==> config.mk <==
export PLATFORM = sky130hd
export DESIGN_NAME = sbox_arbiter
export DESIGN_NICKNAME = d
export VERILOG_FILES = /design/src/rtl/sbox_arbiter.sv
export SDC_FILE = /design/constraint.sdc
export NUM_CORES = 2
export LEC_CHECK = 0
export BUFFER_PORTS_ARGS = -buffer_cell sky130_fd_sc_hd__clkbuf_2
export CAP_MARGIN = 20
export CORE_MARGIN = 10
export CORE_UTILIZATION = 35
export DETAILED_ROUTE_END_ITERATION = 12
export GPL_ROUTABILITY_DRIVEN = 0
export GPL_TIMING_DRIVEN = 0
export REMOVE_ABC_BUFFERS = 1
export SYNTH_ARGS = -nofsm -noshare
export SYNTH_HDL_FRONTEND = slang
export SYNTH_SLANG_ARGS = --single-unit
export TNS_END_PERCENT = 30
==> constraint.sdc <==
create_clock -name clk -period 53.6 [get_ports clk]
set_input_delay 2.68 -clock clk [delete_from_list [all_inputs] [get_ports clk]]
set_output_delay 2.68 -clock clk [all_outputs]
set_load 0.01 [all_outputs]
==> src/rtl/sbox_arbiter.sv <==
// sbox_arbiter: shares four AES S-box lanes between a 128-bit SubBytes
// requester (four passes of four bytes) and a 32-bit SubWord requester
// (one pass). Each side uses valid/ready handshakes on input and output.
//
// Ports:
//   clk, reset                       clock, synchronous active-high reset
//   st_in_valid/st_in_ready/st_in    state request (16 bytes)
//   st_out_valid/st_out_ready/st_out substituted state, held until taken
//   key_in_valid/key_in_ready/key_in key word request (4 bytes)
//   key_out_valid/key_out_ready/key_out substituted word, held until taken
//   busy                             high whenever not IDLE
module sbox_arbiter (
    input  logic         clk,
    input  logic         reset,
    input  logic         st_in_valid,
    output logic         st_in_ready,
    input  logic [127:0] st_in,
    output logic         st_out_valid,
    input  logic         st_out_ready,
    output logic [127:0] st_out,
    input  logic         key_in_valid,
    output logic         key_in_ready,
    input  logic [31:0]  key_in,
    output logic         key_out_valid,
    input  logic         key_out_ready,
    output logic [31:0]  key_out,
    output logic         busy
);

    localparam int unsigned LANES  = 4;
    localparam int unsigned LANE_W = 8 * LANES;

    typedef enum logic [2:0] {
        IDLE,
        ST_RUN,
        ST_DONE,
        KEY_RUN,
        KEY_DONE
    } state_t;

    state_t              state;
    logic [1:0]          pass;
    logic                grant_st;   // last grant went to the state requester
    logic [127:0]        st_op;
    logic [31:0]         key_op;
    logic [LANE_W-1:0]   lane_in;
    logic [LANE_W-1:0]   lane_out;

    // GF(2^8) multiply modulo x^8+x^4+x^3+x+1
    function automatic logic [7:0] gf_mul(input logic [7:0] x, input logic [7:0] y);
        logic [7:0] acc;
        logic [7:0] sh;
        acc = 8'h00;
        sh  = x;
        for (int i = 0; i < 8; i++) begin
            if (y[i]) acc = acc ^ sh;
            sh = {sh[6:0], 1'b0} ^ (sh[7] ? 8'h1b : 8'h00);
        end
        return acc;
    endfunction

    // S-box: multiplicative inverse (x^254, maps 0 to 0) then the affine map
    function automatic logic [7:0] sbox_byte(input logic [7:0] a);
        logic [7:0] x2, x4, x8, x16, x32, x64, x128, inv;
        x2   = gf_mul(a, a);
        x4   = gf_mul(x2, x2);
        x8   = gf_mul(x4, x4);
        x16  = gf_mul(x8, x8);
        x32  = gf_mul(x16, x16);
        x64  = gf_mul(x32, x32);
        x128 = gf_mul(x64, x64);
        inv  = gf_mul(gf_mul(gf_mul(x2, x4), gf_mul(x8, x16)),
                      gf_mul(gf_mul(x32, x64), x128));
        return inv ^ {inv[6:0], inv[7]} ^ {inv[5:0], inv[7:6]}
                   ^ {inv[4:0], inv[7:5]} ^ {inv[3:0], inv[7:4]} ^ 8'h63;
    endfunction

    // Input readiness: only in IDLE, alternating priority on simultaneous valids
    always_comb begin
        st_in_ready  = 1'b0;
        key_in_ready = 1'b0;
        if (!reset && state == IDLE) begin
            st_in_ready  = !key_in_valid || !grant_st;
            key_in_ready = !st_in_valid  ||  grant_st;
        end
    end

    // Lane operand select: current state pass, otherwise the key word
    always_comb begin
        lane_in = key_op;
        if (state == ST_RUN) begin
            case (pass)
                2'd0:    lane_in = st_op[31:0];
                2'd1:    lane_in = st_op[63:32];
                2'd2:    lane_in = st_op[95:64];
                default: lane_in = st_op[127:96];
            endcase
        end
    end

    // The four shared S-box lanes
    always_comb begin
        lane_out = '0;
        for (int i = 0; i < LANES; i++) begin
            lane_out[8*i +: 8] = sbox_byte(lane_in[8*i +: 8]);
        end
    end

    // Control FSM with registered outputs
    always_ff @(posedge clk) begin
        if (reset) begin
            state         <= IDLE;
            pass          <= 2'd0;
            grant_st      <= 1'b0;
            st_op         <= '0;
            key_op        <= '0;
            st_out        <= '0;
            key_out       <= '0;
            st_out_valid  <= 1'b0;
            key_out_valid <= 1'b0;
            busy          <= 1'b0;
        end else begin
            case (state)
                IDLE: begin
                    if (st_in_valid && st_in_ready) begin
                        st_op    <= st_in;
                        pass     <= 2'd0;
                        grant_st <= 1'b1;
                        busy     <= 1'b1;
                        state    <= ST_RUN;
                    end else if (key_in_valid && key_in_ready) begin
                        key_op   <= key_in;
                        grant_st <= 1'b0;
                        busy     <= 1'b1;
                        state    <= KEY_RUN;
                    end
                end
                ST_RUN: begin
                    case (pass)
                        2'd0:    st_out[31:0]   <= lane_out;
                        2'd1:    st_out[63:32]  <= lane_out;
                        2'd2:    st_out[95:64]  <= lane_out;
                        default: st_out[127:96] <= lane_out;
                    endcase
                    pass <= pass + 2'd1;
                    if (pass == 2'd3) begin
                        st_out_valid <= 1'b1;
                        state        <= ST_DONE;
                    end
                end
                ST_DONE: begin
                    if (st_out_ready) begin
                        st_out_valid <= 1'b0;
                        busy         <= 1'b0;
                        state        <= IDLE;
                    end
                end
                KEY_RUN: begin
                    key_out       <= lane_out;
                    key_out_valid <= 1'b1;
                    state         <= KEY_DONE;
                end
                KEY_DONE: begin
                    if (key_out_ready) begin
                        key_out_valid <= 1'b0;
                        busy          <= 1'b0;
                        state         <= IDLE;
                    end
                end
                default: begin
                    state <= IDLE;
                end
            endcase
        end
    end

endmodule

# Word level (Yosys, flattened, before mapping)
# Index checks and enable logic that the tools add are counted.
[word_totals]
in_bits = 166
wordCells = 1439
ff_bits = 329
[classes]
addsub = 1
mux = 718
n_bitwise = 666
n_reduce_logical = 29
eq_ne = 12
[op_table]
columns = ["operator", "n"]
rows = [
  ["two-way mux 8 bit", 416],
  ["bitwise XOR 8 bit", 380],
  ["bitwise XOR 8 x 5 -> 8 bit", 280],
  ["two-way mux 5 bit", 280],
  ["case mux 32 bit (3 select lines)", 1],
  ["two-way mux 32 bit", 1],
  ["inverter 4 bit", 4],
  ["AND reduction 2 bit", 8],
  ["two-way mux 3 bit", 5],
  ["case mux 3 bit (5 select lines)", 1],
  ["two-way mux 1 bit", 9],
  ["AND reduction 4 bit", 2],
  ["nonzero test 2 bit", 4],
  ["== test 3 x 2 -> 1 bit (second input constant)", 2],
  ["AND reduction 3 bit", 2],
  ["== test 2 bit (second input constant)", 2],
  ["logical NOT 1 bit", 4],
  ["!= test 2 x 1 -> 1 bit (second input constant)", 2],
  ["!= test 2 bit (second input constant)", 2],
  ["case mux 1 bit (2 select lines)", 2],
  ["case mux 2 bit (2 select lines)", 1],
  ["== test 3 x 1 -> 1 bit (second input constant)", 1],
  ["== test 3 bit (second input constant)", 1],
  ["logical AND 1 bit", 3],
  ["11 further kinds", 13],
]

# Longest topological paths before layout
[depth]
depth_word = 150
ltp_mapped = 81

# Least setup slack after synthesis
# Ideal clock, no wire load.
[synth_path]
path_type = "flip-flop to flip-flop"
start = "reg pass[0]"
end = "reg key_out[25]"
path_buffers = 18
setup_time_ns = 0.132
synth_period_minus_slack_ns = 18.264
path_stages_with_launch = 79
arrival_ns = 18.132
setup_slack_ns = 35.336
cell_sequence = "dfxtp_1 -> ha_1 -> buf_2 -> clkbuf_1 -> buf_2 -> a21oi_1 -> a211oi_1 -> nor2_1 -> buf_2 -> inv_2 -> ha_1 -> inv_1 -> a2111oi_0 -> nor2_1 -> xnor2_1 -> inv_1 -> clkbuf_1 -> clkbuf_1 -> (+43 left out) -> xnor2_1 -> nor3_1 -> a21oi_1 -> o22ai_1 -> xnor3_1 -> clkbuf_1 -> nor2_1 -> xnor3_1 -> xnor3_1 -> nor2_1 -> xnor2_1 -> xnor2_1 -> xnor3_1 -> xnor2_1 -> xnor3_1 -> xnor3_2 -> nand2_1 -> a21oi_1"
[synth_via]
elab_chain_len = 147
word_cells_on_any_way = 345
cone_classes = "eq/ne (2); mux (176); bitwise (166); reduce/logical (1)"
[synth_lines]
columns = ["item", "line", "rtl"]
rows = [
  ["start: declaration", "42", "logic [1:0] pass;"],
  ["start signal: assignment", "145", "pass <= pass + 2'd1;"],
  ["== test 2 bit (tied with other cells)", "92", "case (pass)"],
  ["case mux 32 bit (3 select lines) *", "92", ""],
  ["two-way mux 32 bit *", "91", "if (state == ST_RUN) begin"],
  ["two-way mux 5 bit (tied with other cells)", "57", "sh = {sh[6:0], 1'b0} ^ (sh[7] ? 8'h1b : 8'h00);"],
  ["bitwise XOR 8 x 5 -> 8 bit or bitwise XOR 8 bit (tied branches)", "57, 56", ""],
  ["bitwise XOR 8 bit or two-way mux 8 bit (tied branches)", "56", "if (y[i]) acc = acc ^ sh;"],
  ["two-way mux 8 bit or bitwise XOR 8 bit (tied branches)", "56", ""],
  ["bitwise XOR 8 bit or two-way mux 8 bit (tied branches)", "56", ""],
  ["(+130 left out)", "--", ""],
  ["bitwise XOR 8 bit", "56", ""],
  ["two-way mux 8 bit", "56", ""],
  ["bitwise XOR 8 bit", "56", ""],
  ["two-way mux 8 bit *", "56", ""],
  ["bitwise XOR 8 bit (2 in a row)", "74", "return inv ^ {inv[6:0], inv[7]} ^ {inv[5:0], inv[7:6]}"],
  ["bitwise XOR 8 bit", "75", "^ {inv[4:0], inv[7:5]} ^ {inv[3:0], inv[7:4]} ^ 8'h63;"],
  ["bitwise XOR 8 bit *", "75", ""],
  ["inverter 4 bit (no source line) *", "--", ""],
  ["end signal: assignment", "159", "key_out <= lane_out;"],
  ["end: declaration", "26", "output logic [31:0] key_out,"],
]
# Mark *: on every way between the ends. The rest lies on a longest branch, timed or not.
# A chain may end at the register's enable or synchronous reset.

# Worst setup path in the final report
[layout_path]
start = "reg state[0]"
end = "reg st_out[29]"
[layout_via]
elab_chain_len = 146
word_cells_on_any_way = 343
cone_classes = "eq/ne (1); mux (175); bitwise (166); reduce/logical (1)"
[layout_lines]
columns = ["item", "line", "rtl"]
rows = [
  ["start: declaration", "41", "state_t state;"],
  ["start signal: assignment", "112", "state <= IDLE;"],
  ["start signal: assignment", "130", "state <= ST_RUN;"],
  ["start signal: assignment", "135", "state <= KEY_RUN;"],
  ["== test 3 x 1 -> 1 bit *", "91, 123", ""],
  ["two-way mux 32 bit", "91", ""],
  ["two-way mux 5 bit (tied with other cells)", "57", ""],
  ["bitwise XOR 8 x 5 -> 8 bit or bitwise XOR 8 bit (tied branches)", "57, 56", ""],
  ["bitwise XOR 8 bit or two-way mux 8 bit (tied branches)", "56", ""],
  ["two-way mux 8 bit or bitwise XOR 8 bit (tied branches)", "56", ""],
  ["bitwise XOR 8 bit or two-way mux 8 bit (tied branches)", "56", ""],
  ["two-way mux 8 bit or bitwise XOR 8 bit (tied branches)", "56", ""],
  ["(+128 left out)", "--", ""],
  ["two-way mux 8 bit", "56", ""],
  ["bitwise XOR 8 bit", "56", ""],
  ["two-way mux 8 bit", "56", ""],
  ["bitwise XOR 8 bit", "56", ""],
  ["two-way mux 8 bit", "56", ""],
  ["bitwise XOR 8 bit (2 in a row)", "74", ""],
  ["bitwise XOR 8 bit (2 in a row)", "75", ""],
  ["inverter 4 bit (no source line)", "--", ""],
  ["end signal: assignment", "140", "2'd0: st_out[31:0] <= lane_out;"],
  ["end: declaration", "20", "output logic [127:0] st_out,"],
]
# Marks and branches as above.

==> metrics <==
status finished clean; Max Freq 0.0418 GHz; Reg-to-Reg Start state[0]; Worst R2R Setup Slack 29.70 ns; DP Wirelength 173 mm; CP Class reg -> reg; total track usage 20.2%; antenna violations before repair 8; largest area contributor in the netlist xnor2_1; Via Count 68.9k; syn avg cell area 7.21 um2; Critical Path End Type flop; final setup TNS 0 ns; I/O Buffers 330; fin nets 9679; measured slew at the worst slew-check pin 1.17 ns; Via density 5.67; postcts setup bufs 0; Post-synth ARST share 0%; die width 463 um; final core utilization 38.6%; WP data required 54.13 ns; Max transition margin 21.2%; register area 0.00659 mm2; worst hold slack 0.449 ns; EDFF count, synth 0; min Tclk post-route 23.90 ns; Clock Skew 0.0359 ns; TritonCTS clock tree done; chip height 463 um; Post-Route WL 233 mm; wire length per cell 19.2 um; DRC viols 0; worst skew pair latency 0.62 ns; yosys warns 0; max-slew violation count 0; Post-synth top flop dfxtp_1; die area 0.215 mm2; Finished Cell Area 0.0753 mm2; Area Growth Syn to Fin 9.46%; library cells used by synthesis 128; flops & latches, synth 329; Clock Tree Root clkbuf_16; # setup viols final 0; largest net degree at the start of global routing 146; vias in the first global route 65.4k; Initial Util 35.2%; max_cap viols 0; hold path startpoint st_op[115]; Hold-fix buffers, CTS 0; most used cell, CP xnor2_1; H-tree levels 2; post-placement cell area 0.0736 mm2; first-pass GRT wire length 365 mm; multi-input combinational cell area 0.0597 mm2; Clock Sinks 329; critical path peak fanout 53; clock-pin slew on the worst setup and hold paths 0.06 ns; Post-Syn Area 0.0688 mm2; slowest stage cell, crit path xnor2_2; Worst Setup SP state[0]; critical path launch point type flop; Syn Inst Count 9540; initial DRC count 6676; CTS max path bufs 3; RSZ-0062 raised after global routing no; Seq/Total Area, Yosys 9.58%; CTS buffer count 39; num ports 331; final count of hold timing violations 0; CP Data Arrival Time 24.43 ns; final worst-path cycle share 44.6%; HP Class reg -> reg; # fillers 20.2k; CP peak stage delay 0.84 ns; First-pass DRT Iterations 6; GRT Residual Overflow 0; Synth top area share 21.1%; core footprint 0.195 mm2; Final ANT Viol Nets 0; largest cells by area after synthesis xnor2_1, dfxtp_1, xnor3_1; row count 162; layout cell share with drive strength beyond 1 10.4%; Post-CTS Resized 0
==> worst paths after layout <==
check | to | cells past startpoint
setup / recovery | st_out[29] | 62
hold / removal | st_op[115] | 2
setup reg to reg | st_out[29] | 62
hold reg to reg | st_op[115] | 2
==> cells by family (layout without fill, tap and decap cells) <==
kind of cell	Yosys count	in the layout	synth area share (%)
other cells	0	6	0
flops	329	329	9.58
simple gates	3685	3685	23.6
compound gates	2088	2088	20.1
mux	222	222	3.31
fa+ha+maj	43	43	0.742
buf+inv	756	726	4.61
xor+xnor	2417	2417	38.0
==> flip-flops by register name (all words and copies together) (netlist names) <==
signal,cells
st_op,128
state,3
pass,2
key_op,32
st_out,128
busy,1
st_out_valid,1
key_out,32
key_out_valid,1
grant_st,1
==> worst max-delay path, delay by kind of cell, from the launching register on <==
kind	cells	cell delay (ns)
buf+inv	11	4.06
simple gates	15	3.25
xor+xnor	23	9.90
flops	1	0.51
compound gates	6	2.02
fa+ha+maj	6	3.72
mux	1	0.17
==> placed cells by master, fill, tap and decap left out, types with 34 or more instances in the layout <==
master and count:
xnor2_1 1596, nand2_1 1371, nor2_1 1200, a21oi_1 688
xor2_1 354, o21ai_0 336, dfxtp_1 329, clkbuf_2 329
xnor3_1 262, nor3_1 251, nand3_1 242, mux2i_1 179
xnor2_2 126, inv_1 120, a211oi_1 104, o211ai_1 92
o22ai_1 85, buf_4 83, and2_1 80, nand2b_1 78
nor2b_1 74, a31oi_1 72, or3_1 63, a22oi_1 60
and3_1 58, a21o_1 49, buf_8 49, o221ai_1 46
nand4_1 45, o21a_1 42, mux2_2 41, clkbuf_16 39
a211o_1 38, o31ai_1 36, nor4_1 35, xor2_2 35
a222oi_1 34
==> Yosys cell counts (all sizes together), types with 31 or more instances <==
cell    instances
xnor2        1733
nand2        1379
nor2         1223
a21oi         694
clkbuf        405
xor2          390
o21ai         368
dfxtp         329
xnor3         271
nor3          259
nand3         242
buf           208
mux2i         180
inv           135
a211oi        119
o211ai         96
and2           88
o22ai          86
nand2b         78
nor2b          75
a31oi          73
or3            63
a22oi          62
and3           59
or2            50
a21o           49
o221ai         49
nand4          45
mux2           42
o21a           42
a211o          38
nor4           38
o31ai          38
a222oi         34
o32ai          33
ha             32
a221oi         31
==> metrics by stage <==
| stage | std cells | setup WS [ns] |
|---|---|---|
| after floorplan | 8927 | 31.75 |
| after global placement | 11900 | 20.68 |
| after detailed placement | 12000 | 29.73 |
| after CTS | 12100 | 29.64 |
| after global routing | 12100 | 28.19 |
| final | 12100 | 29.70 |
==> metal layers <==
metal  GRT usage, %  up-vias  part of all wire, %
met1           25.1    33100                   41
met4           8.67        0                  4.4
li1               -    32900                    -
met5              0        -                    0
met2           35.5     2522                   49
met3           1.81      419                  5.6
==> layout make-up <==
class | count | area share, %
Clock inverter | 18 | 0.356
Clock buffer | 52 | 1.44
Antenna cell | 6 | 0.0199
Timing Repair Buffer | 513 | 5.10
Multi-Input combinational cell | 8455 | 79.3
Inverter | 143 | 0.713
Sequential cell | 329 | 8.75
Tap cell | 2624 | 4.36
Power is left out: the tool's default activity adds up to more than one toggle a clock period on the data nets, which glitch-free logic cannot reach.
